--- config.mk ---
export PLATFORM = sky130hd
export DESIGN_NAME = adc_spi_slave
export DESIGN_NICKNAME = d
export VERILOG_FILES = /design/src/rtl/adc_spi_slave.sv
export SDC_FILE = /design/constraint.sdc
export NUM_CORES = 1
export LEC_CHECK = 0
export ABC_AREA = 1
export CORE_ASPECT_RATIO = 1.25
export CORE_MARGIN = 3
export CORE_UTILIZATION = 50
export DETAILED_ROUTE_END_ITERATION = 7
export PLACE_DENSITY = 0.73
export SETUP_SLACK_MARGIN = 0.4
export SYNTH_ARGS = -nofsm -noshare
export SYNTH_HDL_FRONTEND = slang
export SYNTH_SLANG_ARGS = --single-unit
export TNS_END_PERCENT = 1
--- constraint.sdc ---
create_clock -name clk -period 2.8 [get_ports clk]
set_clock_uncertainty 0.15 [all_clocks]
set_input_delay 0.42 -clock clk [delete_from_list [all_inputs] [get_ports clk]]
set_output_delay 0.42 -clock clk [all_outputs]
set_load 0.1 [all_outputs]
--- src/rtl/adc_spi_slave.sv ---
// SPI mode-0 responder for the 3-byte ADC register-access protocol, oversampled in the clk domain.
// Optional ADC_SPI_SLAVE_STREAM_EN: extra data bytes continue at reg_addr+1 while CS stays low.
module adc_spi_slave #(
   parameter int unsigned ADDR_W      = 13,
   parameter int unsigned SYNC_STAGES = 2
) (
   input  logic              clk,
   input  logic              rst,
   input  logic              spi_cs_n,
   input  logic              spi_sclk,
   input  logic              spi_sdi,
   output logic              spi_sdo,
   output logic              spi_oe,
   output logic [ADDR_W-1:0] reg_addr,
   output logic              reg_wr_en,
   output logic [7:0]        reg_wr_data,
   output logic              reg_rd_req,
   input  logic [7:0]        reg_rd_data,
   output logic              frame_err,
   output logic              busy
);

   typedef enum logic [2:0] {S_IDLE, S_HDR0, S_HDR1, S_FETCH, S_DATA, S_DONE} state_t;

   logic [SYNC_STAGES-1:0] cs_sync_q, sclk_sync_q, sdi_sync_q;
   logic                   cs_d1_q, sclk_d1_q;
   logic                   cs_s, sclk_s, sdi_s;
   logic                   cs_fall, cs_rise, sclk_rise, sclk_fall, boundary;

   state_t                 state_q, state_d;
   logic [4:0]             cnt_q, cnt_d;
   logic [7:0]             rx_q, rx_d, rx_shift;
   logic [7:0]             tx_q, tx_d;
   logic                   rw_q, rw_d;
   logic [4:0]             hi_q, hi_d;
   logic [12:0]            full_addr;
   logic [ADDR_W-1:0]      addr_q, addr_d;
   logic                   wr_en_q, wr_en_d;
   logic [7:0]             wr_data_q, wr_data_d;
   logic                   rd_req_q, rd_req_d;
   logic                   err_q, err_d;
   logic                   oe_q, oe_d;
   logic                   sdo_q, sdo_d;
   logic                   bdone_q, bdone_d;
   logic                   busy_q;

   assign cs_s      = cs_sync_q[SYNC_STAGES-1];
   assign sclk_s    = sclk_sync_q[SYNC_STAGES-1];
   assign sdi_s     = sdi_sync_q[SYNC_STAGES-1];
   assign cs_fall   = ~cs_s & cs_d1_q;
   assign cs_rise   = cs_s & ~cs_d1_q;
   assign sclk_rise = sclk_s & ~sclk_d1_q & ~cs_s;
   assign sclk_fall = ~sclk_s & sclk_d1_q & ~cs_s;
   // A streamed frame may end cleanly right after any completed data byte
   assign boundary  = bdone_q && (cnt_q == 5'd16) && (state_q == S_DATA || state_q == S_FETCH);

   always_comb begin
      state_d   = state_q;
      cnt_d     = cnt_q;
      rx_d      = rx_q;
      tx_d      = tx_q;
      rw_d      = rw_q;
      hi_d      = hi_q;
      addr_d    = addr_q;
      wr_en_d   = 1'b0;
      wr_data_d = wr_data_q;
      rd_req_d  = 1'b0;
      err_d     = 1'b0;
      oe_d      = oe_q;
      sdo_d     = sdo_q;
      bdone_d   = bdone_q;
      rx_shift  = {rx_q[6:0], sdi_s};
      full_addr = {hi_q, rx_shift};
      if (cs_fall) begin
         state_d = S_HDR0;
         cnt_d   = '0;
         rx_d    = '0;
         oe_d    = 1'b0;
         sdo_d   = 1'b0;
         bdone_d = 1'b0;
      end else if (cs_rise) begin
         if (state_q != S_IDLE && state_q != S_DONE && !boundary) err_d = 1'b1;
         state_d = S_IDLE;
         oe_d    = 1'b0;
         sdo_d   = 1'b0;
      end else begin
         case (state_q)
            S_HDR0: if (sclk_rise) begin
               rx_d  = rx_shift;
               cnt_d = cnt_q + 5'd1;
               if (cnt_q == 5'd7) begin
                  rw_d    = rx_shift[7];
                  hi_d    = rx_shift[4:0];
                  state_d = S_HDR1;
               end
            end
            S_HDR1: if (sclk_rise) begin
               rx_d  = rx_shift;
               cnt_d = cnt_q + 5'd1;
               if (cnt_q == 5'd15) begin
                  addr_d = full_addr[ADDR_W-1:0];
                  if (rw_q) begin
                     rd_req_d = 1'b1;
                     state_d  = S_FETCH;
                  end else begin
                     state_d = S_DATA;
                  end
               end
            end
            // Wait out the request cycle so the bank gets one full clk to respond
            S_FETCH: if (!rd_req_q) begin
               tx_d    = reg_rd_data;
               sdo_d   = reg_rd_data[7];
               oe_d    = 1'b1;
               state_d = S_DATA;
            end
            S_DATA: if (sclk_rise) begin
               rx_d    = rx_shift;
               cnt_d   = cnt_q + 5'd1;
               bdone_d = 1'b0;
               if (bdone_q && !rw_q) addr_d = addr_q + ADDR_W'(1);
               if (cnt_q == 5'd23) begin
                  if (!rw_q) begin
                     wr_en_d   = 1'b1;
                     wr_data_d = rx_shift;
                  end
`ifdef ADC_SPI_SLAVE_STREAM_EN
                  cnt_d   = 5'd16;
                  bdone_d = 1'b1;
                  if (rw_q) begin
                     addr_d   = addr_q + ADDR_W'(1);
                     rd_req_d = 1'b1;
                     state_d  = S_FETCH;
                  end
`else
                  state_d = S_DONE;
`endif
               end
            end else if (sclk_fall && rw_q && cnt_q != 5'd16) begin
               // The fall before the first data rise must not consume bit 7
               tx_d  = {tx_q[6:0], 1'b0};
               sdo_d = tx_q[6];
            end
            S_DONE: if (sclk_fall) begin
               oe_d  = 1'b0;
               sdo_d = 1'b0;
            end
            default: ;
         endcase
      end
   end

   always_ff @(posedge clk or posedge rst) begin
      if (rst) begin
         cs_sync_q   <= '1;
         sclk_sync_q <= '0;
         sdi_sync_q  <= '0;
         cs_d1_q     <= 1'b1;
         sclk_d1_q   <= 1'b0;
         state_q     <= S_IDLE;
         cnt_q       <= '0;
         rx_q        <= '0;
         tx_q        <= '0;
         rw_q        <= 1'b0;
         hi_q        <= '0;
         addr_q      <= '0;
         wr_en_q     <= 1'b0;
         wr_data_q   <= '0;
         rd_req_q    <= 1'b0;
         err_q       <= 1'b0;
         oe_q        <= 1'b0;
         sdo_q       <= 1'b0;
         bdone_q     <= 1'b0;
         busy_q      <= 1'b0;
      end else begin
         cs_sync_q   <= {cs_sync_q[SYNC_STAGES-2:0], spi_cs_n};
         sclk_sync_q <= {sclk_sync_q[SYNC_STAGES-2:0], spi_sclk};
         sdi_sync_q  <= {sdi_sync_q[SYNC_STAGES-2:0], spi_sdi};
         cs_d1_q     <= cs_s;
         sclk_d1_q   <= sclk_s;
         state_q     <= state_d;
         cnt_q       <= cnt_d;
         rx_q        <= rx_d;
         tx_q        <= tx_d;
         rw_q        <= rw_d;
         hi_q        <= hi_d;
         addr_q      <= addr_d;
         wr_en_q     <= wr_en_d;
         wr_data_q   <= wr_data_d;
         rd_req_q    <= rd_req_d;
         err_q       <= err_d;
         oe_q        <= oe_d;
         sdo_q       <= sdo_d;
         bdone_q     <= bdone_d;
         busy_q      <= ~cs_s;
      end
   end

   assign spi_sdo     = sdo_q;
   assign spi_oe      = oe_q;
   assign reg_addr    = addr_q;
   assign reg_wr_en   = wr_en_q;
   assign reg_wr_data = wr_data_q;
   assign reg_rd_req  = rd_req_q;
   assign frame_err   = err_q;
   assign busy        = busy_q;

endmodule

==> flow_summary.json, run 1 <==
{
  "run_status": "completed",
  "wl_per_cell_um": 12.8,
  "yosysTopAreaCell": "dfrtp_1",
  "crit_required_ps": 2890,
  "grt.overflow.total": 0,
  "totalWireLength_mm": 6.12,
  "antenna_found_initial": 0,
  "cts_buffers": 9,
  "hold_buffers": 0,
  "cts-root-buf": "clkbuf_8",
  "start_kind": "register",
  "area_growth_pct": 18.7,
  "core_area_um2": 5860,
  "dp.final_hpwl_mm": 4.36,
  "cts_tree": "done",
  "cts.sinks": 63,
  "pwr-share-comb_pct": 27.3,
  "p_int_mw": 1.64,
  "fin_util_pct": 62.1,
  "grtUsageTotal_pct": 18.9,
  "synth.distinct_cells": 32,
  "power_frac_seq_pct": 42.3,
  "pwr-share-clk_pct": 30.4,
  "routed-via-count": 2404,
  "worstSetupPathType": "register to register",
  "clockBufferDepth": 2,
  "drc_errors": 0,
  "dieHeight_um": 93.5,
  "nets": 409,
  "cp_slowest_cell": "dfstp_2",
  "dpl-instance-area_um2": 3430,
  "cp_max_fo": 14,
  "synth_cells": 349,
  "avgSynthCellArea_um2": 8.77,
  "p_sw_share_pct": 36.3,
  "initial_utilization_pct": 52.3,
  "ir_drop_v": 0.000364,
  "fin_setup_tns_ps": 0,
  "power_density_nw_per_um2": 707,
  "endpoint_kind": "register",
  "io_buffers": 39,
  "critPathTopFamily": "simple AND/OR/NAND/NOR gates",
  "grt_pass1_wl_mm": 10.7,
  "fill_cells": 518,
  "ant_nets": 0,
  "arrival_ps": 2300,
  "synth_area_leaders": "dfrtp_1, nand2_1, nand3_1",
  "yosys_warnings": 0,
  "insertion_delay_ps": 340,
  "viasPerCell": 5.04,
  "p_leak_nw": 1.75,
  "timing.fmax_mhz": 452,
  "netlist_area_um2": 3060,
  "whs_ps": 199,
  "grt_pass1_vias": 2321,
  "max_slew_margin_pct": 60.3,
  "ys_ff_latch": 63,
  "first_pass_iters": 4,
  "io-pin-count": 40,
  "drive_gt1_share_pct": 21.3,
  "crit_top_cell": "inv_1",
  "final-setup-viol-count": 0,
  "place_congestion": 0.911,
  "crit_chain": "inv_1, ha_1, nor2_2, inv_1, nor2_4, nand3_2, a21oi_1, nor2_1",
  "worst-path-buf-inv": 2,
  "synth_top_cell_area_share_pct": 49.0,
  "grt_max_degree": 43,
  "finalInstanceArea_um2": 3630,
  "cts_max_level": 3,
  "ys_seq_area_share_pct": 51.6,
  "cpPeakStageDelay_ps": 540,
  "hold_viol": 0,
  "slew_viol_final": 0,
  "drtIter0Drc": 91,
  "max_cap_violations": 0,
  "die_width_um": 76.0,
  "worst_pin_slew_ps": 596,
  "clkSlewWorstSetupHoldPaths_ps": 70,
  "period_minus_slack_ps": 2210,
  "hold_path_class": "register to register",
  "diodes": 0,
  "p_switching_mw": 0.932,
  "period_share_pct": 79.1,
  "rsz0062_at_grt": "false",
  "total_power_mw": 2.57,
  "die-area_um2": 7100,
  "rows": 31,
  "syn_nets": 368
}
## kinds of logic (layout without fill, tap and decap cells)
kind of cell | Yosys count | after routing | synth area share, %
adders and majority gates | 6 | 6 | 2.45
and+or+nand+nor | 170 | 170 | 25.3
buffers and inverters | 48 | 94 | 7.23
xor gates and xnor gates | 1 | 1 | 0.286
AOI/OAI and AO/OA | 55 | 55 | 11.2
muxes | 6 | 6 | 1.96
DFF | 63 | 63 | 51.6
## cell type report
class                           instances  area, µm²  share of cell area, %
Clock buffer                            9        124                   3.41
Clock inverter                          7       72.6                   2.00
Inverter                               38        146                   4.03
Multi-Input combinational cell        238       1270                   34.8
Sequential cell                        63       1580                   43.5
Tap cell                               82        103                   2.82
Timing Repair Buffer                   40        343                   9.43
## state kept, by name, summed over array words and instances (netlist names), 3 cells and up
name         flops
reg_addr        13
reg_wr_data      8
rx_q             7
tx_q             7
cnt_q            5
hi_q             5
state_q          3
## cell usage after synthesis
cell       n
nand2_1   80
dfrtp_1   60
nor2_1    35
inv_1     33
nand3_1   27
o21ai_0   20
o21ai_2   14
o21ai_1    8
o22ai_1    8
nor3_1     7
buf_2      6
ha_1       6
mux2i_1    6
nand2_2    5
buf_6      4
nor2_2     4
a21oi_1    3
dfstp_2    3
inv_2      3
nand3_2    3
nand4_1    2
nor3_2     2
a31oi_1    1
clkinv_2   1
inv_4      1
nand2_4    1
nand3_4    1
nand3b_1   1
nor2_4     1
nor4_1     1
o31ai_1    1
xor2_1     1
## power by group through the flow
stage,Clock (mW),Sequential (mW),Combinational (mW)
2_1_floorplan,0,1.19,0.478
3_3_place_gp,0,1.10,0.694
3_5_place_dp,0,1.10,0.699
4_1_cts,0.795,1.09,0.703
5_1_grt,0.841,1.10,0.785
6_report,0.780,1.09,0.700
## worst register-to-register path, stage by stage (launching register included)
cell     delay (ps)
dfstp_2         540
inv_1            70
ha_1            270
nor2_2          200
inv_1           140
nor2_4          190
nand3_2         260
a21oi_1         230
nor2_1           60
## per-layer routing
layer	track usage, %	up-vias	wire (µm)
met2	30.9	59	2950
met5	0	-	0
met3	4.91	11	307
met4	7.85	0	113
met1	24.0	1109	2750
li1	-	1225	-
## placed cells by master (no fill, tap or decap), types with 4 or more instances in the layout
| master | netlist | routed |
|---|---|---|
| nor2_2 | 4 | 4 |
| nand2_1 | 80 | 80 |
| dfrtp_1 | 60 | 60 |
| clkdlybuf4s50_1 | 0 | 12 |
| nand3_1 | 27 | 27 |
| nor3_1 | 7 | 7 |
| mux2i_1 | 6 | 6 |
| buf_4 | 0 | 27 |
| ha_1 | 6 | 6 |
| o21ai_0 | 20 | 20 |
| nand2_2 | 5 | 5 |
| clkbuf_8 | 0 | 9 |
| o22ai_1 | 8 | 8 |
| nor2_1 | 35 | 35 |
| o21ai_1 | 8 | 8 |
| inv_2 | 3 | 4 |
| o21ai_2 | 14 | 14 |
| inv_1 | 33 | 32 |
## final timing paths
kind                                      from              to  slack, ps  depth (start not counted)
worst max-delay path              cs_sync_q[1]     reg_addr[7]        590                          8
worst min-delay path            sclk_sync_q[0]  sclk_sync_q[1]        200                          0
worst max register to register    cs_sync_q[1]     reg_addr[7]        590                          8
worst min register to register  sclk_sync_q[0]  sclk_sync_q[1]        200                          0
max in group asynchronous                  rst            rw_q       1670                          3
min in group asynchronous                  rst  sclk_sync_q[0]        260                          2
## per-stage QoR
stage / worst slack, ps / std cells
after global routing: 409 / 477
final: 586 / 477
after global placement: 661 / 461
after CTS: 578 / 477
after floorplan: 665 / 349
after detailed placement: 597 / 461
## timing repair
item | 4_1_cts | 5_1_grt
buffers inserted | 0 | 0
setup endpoints to repair | 0 | 5
hold endpoints to repair | 0 | 0
resized for setup | 0 | 1
Power figures use the tool's default switching activity.
==> run 2: changes to the inputs <==
==> constraint.sdc (replaced) <==
create_clock -name clk -period 2.3 [get_ports clk]
set_clock_uncertainty 0.15 [all_clocks]
set_input_delay 0.345 -clock clk [delete_from_list [all_inputs] [get_ports clk]]
set_output_delay 0.345 -clock clk [all_outputs]
set_load 0.1 [all_outputs]
==> run 2 against run 1 <==
Combinational power grew 36%. Critical path depth up 2. Highest routed layer unchanged. Clock-buffer cell count rose by 2. First-iteration DRC count grew 98%. Die area unchanged. Design area increased by 6.0%.
==> flow_summary.json, run 2 (synthesis gave the netlist of run 1 again) <==
{
  "run_status": "completed",
  "max_slew_margin_pct": 61.1,
  "fin_setup_tns_ps": 0,
  "timing.fmax_mhz": 532,
  "worst_pin_slew_ps": 583,
  "drtIter0Drc": 180,
  "nets": 422,
  "cts-root-buf": "clkbuf_8",
  "io_buffers": 39,
  "diodes": 0,
  "p_switching_mw": 1.14,
  "cts.sinks": 63,
  "grt_pass1_wl_mm": 11.0,
  "min-delay-start": "sclk_sync_q[0]",
  "clkSlewWorstSetupHoldPaths_ps": 70,
  "hold_buffers": 0,
  "start_kind": "register",
  "grtUsageTotal_pct": 19.3,
  "p_sw_share_pct": 35.5,
  "grt_max_degree": 64,
  "rows": 31,
  "cts_buffers": 9,
  "critPathTopFamily": "simple AND/OR/NAND/NOR gates",
  "largest_reg_flops": 13,
  "drive_gt1_share_pct": 26.5,
  "cpPeakStageDelay_ps": 550,
  "io-pin-count": 40,
  "rsz0062_at_grt": "true",
  "place_congestion": 0.890,
  "period_share_pct": 81.8,
  "p_int_mw": 2.08,
  "core_area_um2": 5860,
  "die-area_um2": 7100,
  "cp_max_fo": 7,
  "pwr-share-clk_pct": 29.2,
  "cts_tree": "done",
  "crit_required_ps": 2430,
  "endpoint_kind": "register",
  "drc_errors": 0,
  "cp-startpoint": "cs_sync_q[1]",
  "arrival_ps": 2010,
  "grt_pass1_vias": 2393,
  "worst-path-buf-inv": 3,
  "routed-via-count": 2490,
  "ir_drop_v": 0.000406,
  "finalInstanceArea_um2": 3850,
  "layout_common_cells": "nand2_1, dfrtp_1, buf_4, nor2_1, inv_1",
  "area_growth_pct": 25.8,
  "antenna_found_initial": 0,
  "worstSetupPathType": "register to register",
  "final-setup-viol-count": 0,
  "first_pass_iters": 4,
  "slew_viol_final": 0,
  "power_frac_seq_pct": 41.2,
  "period_minus_slack_ps": 1880,
  "dpl-instance-area_um2": 3450,
  "fill_cells": 459,
  "clockBufferDepth": 2,
  "reg2reg_from": "cs_sync_q[1]",
  "hold_path_class": "register to register",
  "viasPerCell": 5.08,
  "initial_utilization_pct": 52.3,
  "pwr-share-comb_pct": 29.6,
  "final_common_cell": "nand2_1",
  "crit_chain": "inv_1, ha_4, nor2_4, inv_2, nor2_4, buf_12, nand3_4, nor2_1, nand2_1, nand2_1",
  "p_leak_nw": 1.81,
  "insertion_delay_ps": 340,
  "max_cap_violations": 0,
  "wl_per_cell_um": 13.5,
  "ant_nets": 0,
  "cts_max_level": 3,
  "totalWireLength_mm": 6.60,
  "power_density_nw_per_um2": 837,
  "cp_slowest_cell": "dfstp_2",
  "dp.final_hpwl_mm": 4.37,
  "die_width_um": 76.0,
  "hold_viol": 0,
  "dieHeight_um": 93.5,
  "grt.overflow.total": 0
}
-- run 2: worst paths after layout --
kind                             endpoint  slack, ps  cells past startpoint
min in group asynchronous      state_q[2]        280                      3
min                        sclk_sync_q[1]        200                      0
max in group asynchronous     reg_addr[1]       1420                      3
max                           reg_addr[8]        420                     10
max reg2reg                   reg_addr[8]        420                     10
min reg2reg                sclk_sync_q[1]        200                      0
-- run 2: power by group through the flow --
stage / Combinational [mW] / Sequential [mW] / Clock [mW]
after floorplan: 0.583 / 1.45 / 0
after global placement: 0.845 / 1.34 / 0
after detailed placement: 0.848 / 1.34 / 0
after CTS: 0.872 / 1.32 / 0.965
after global routing: 1.06 / 1.34 / 1.01
final: 0.954 / 1.33 / 0.942
-- run 2: metal layers --
metal	up-vias	routed length (µm)	part of all wire, %	GRT usage (%)
met5	-	0	0	0
met4	0	125	1.9	9.37
met3	12	288	4.4	5.20
met2	58	3240	49	31.6
met1	1169	2940	45	23.8
li1	1251	-	-	-
-- run 2: cell type report --
cell class / count / area [µm²] / share of cell area [%]
flip-flops and latches: 63 / 1580 / 41.1
multi-input cells: 239 / 1360 / 35.3
repair buffers: 52 / 459 / 11.9
inverters: 38 / 150 / 3.90
clock buffers: 11 / 141 / 3.67
well taps: 82 / 103 / 2.66
clock inverters: 5 / 57.6 / 1.49
-- run 2: per-stage QoR --
stage	utilization [%]	power (mW)	hold slack [ps]	cells	setup WS, ps
floorplan	-	2.03	181	349	180
CTS	63.4	3.16	201	481	375
global route	65.8	3.41	211	490	334
global placement	58.9	2.18	183	463	229
detailed placement	58.9	2.19	186	463	152
finish	65.8	3.22	199	490	419
-- run 2: what timing repair did --
action,in CTS,in global routing
setup buffers,1,8
endpoints found under the setup margin,44,47
cloned,1,1
pin swaps,3,3
gates resized for setup,8,13
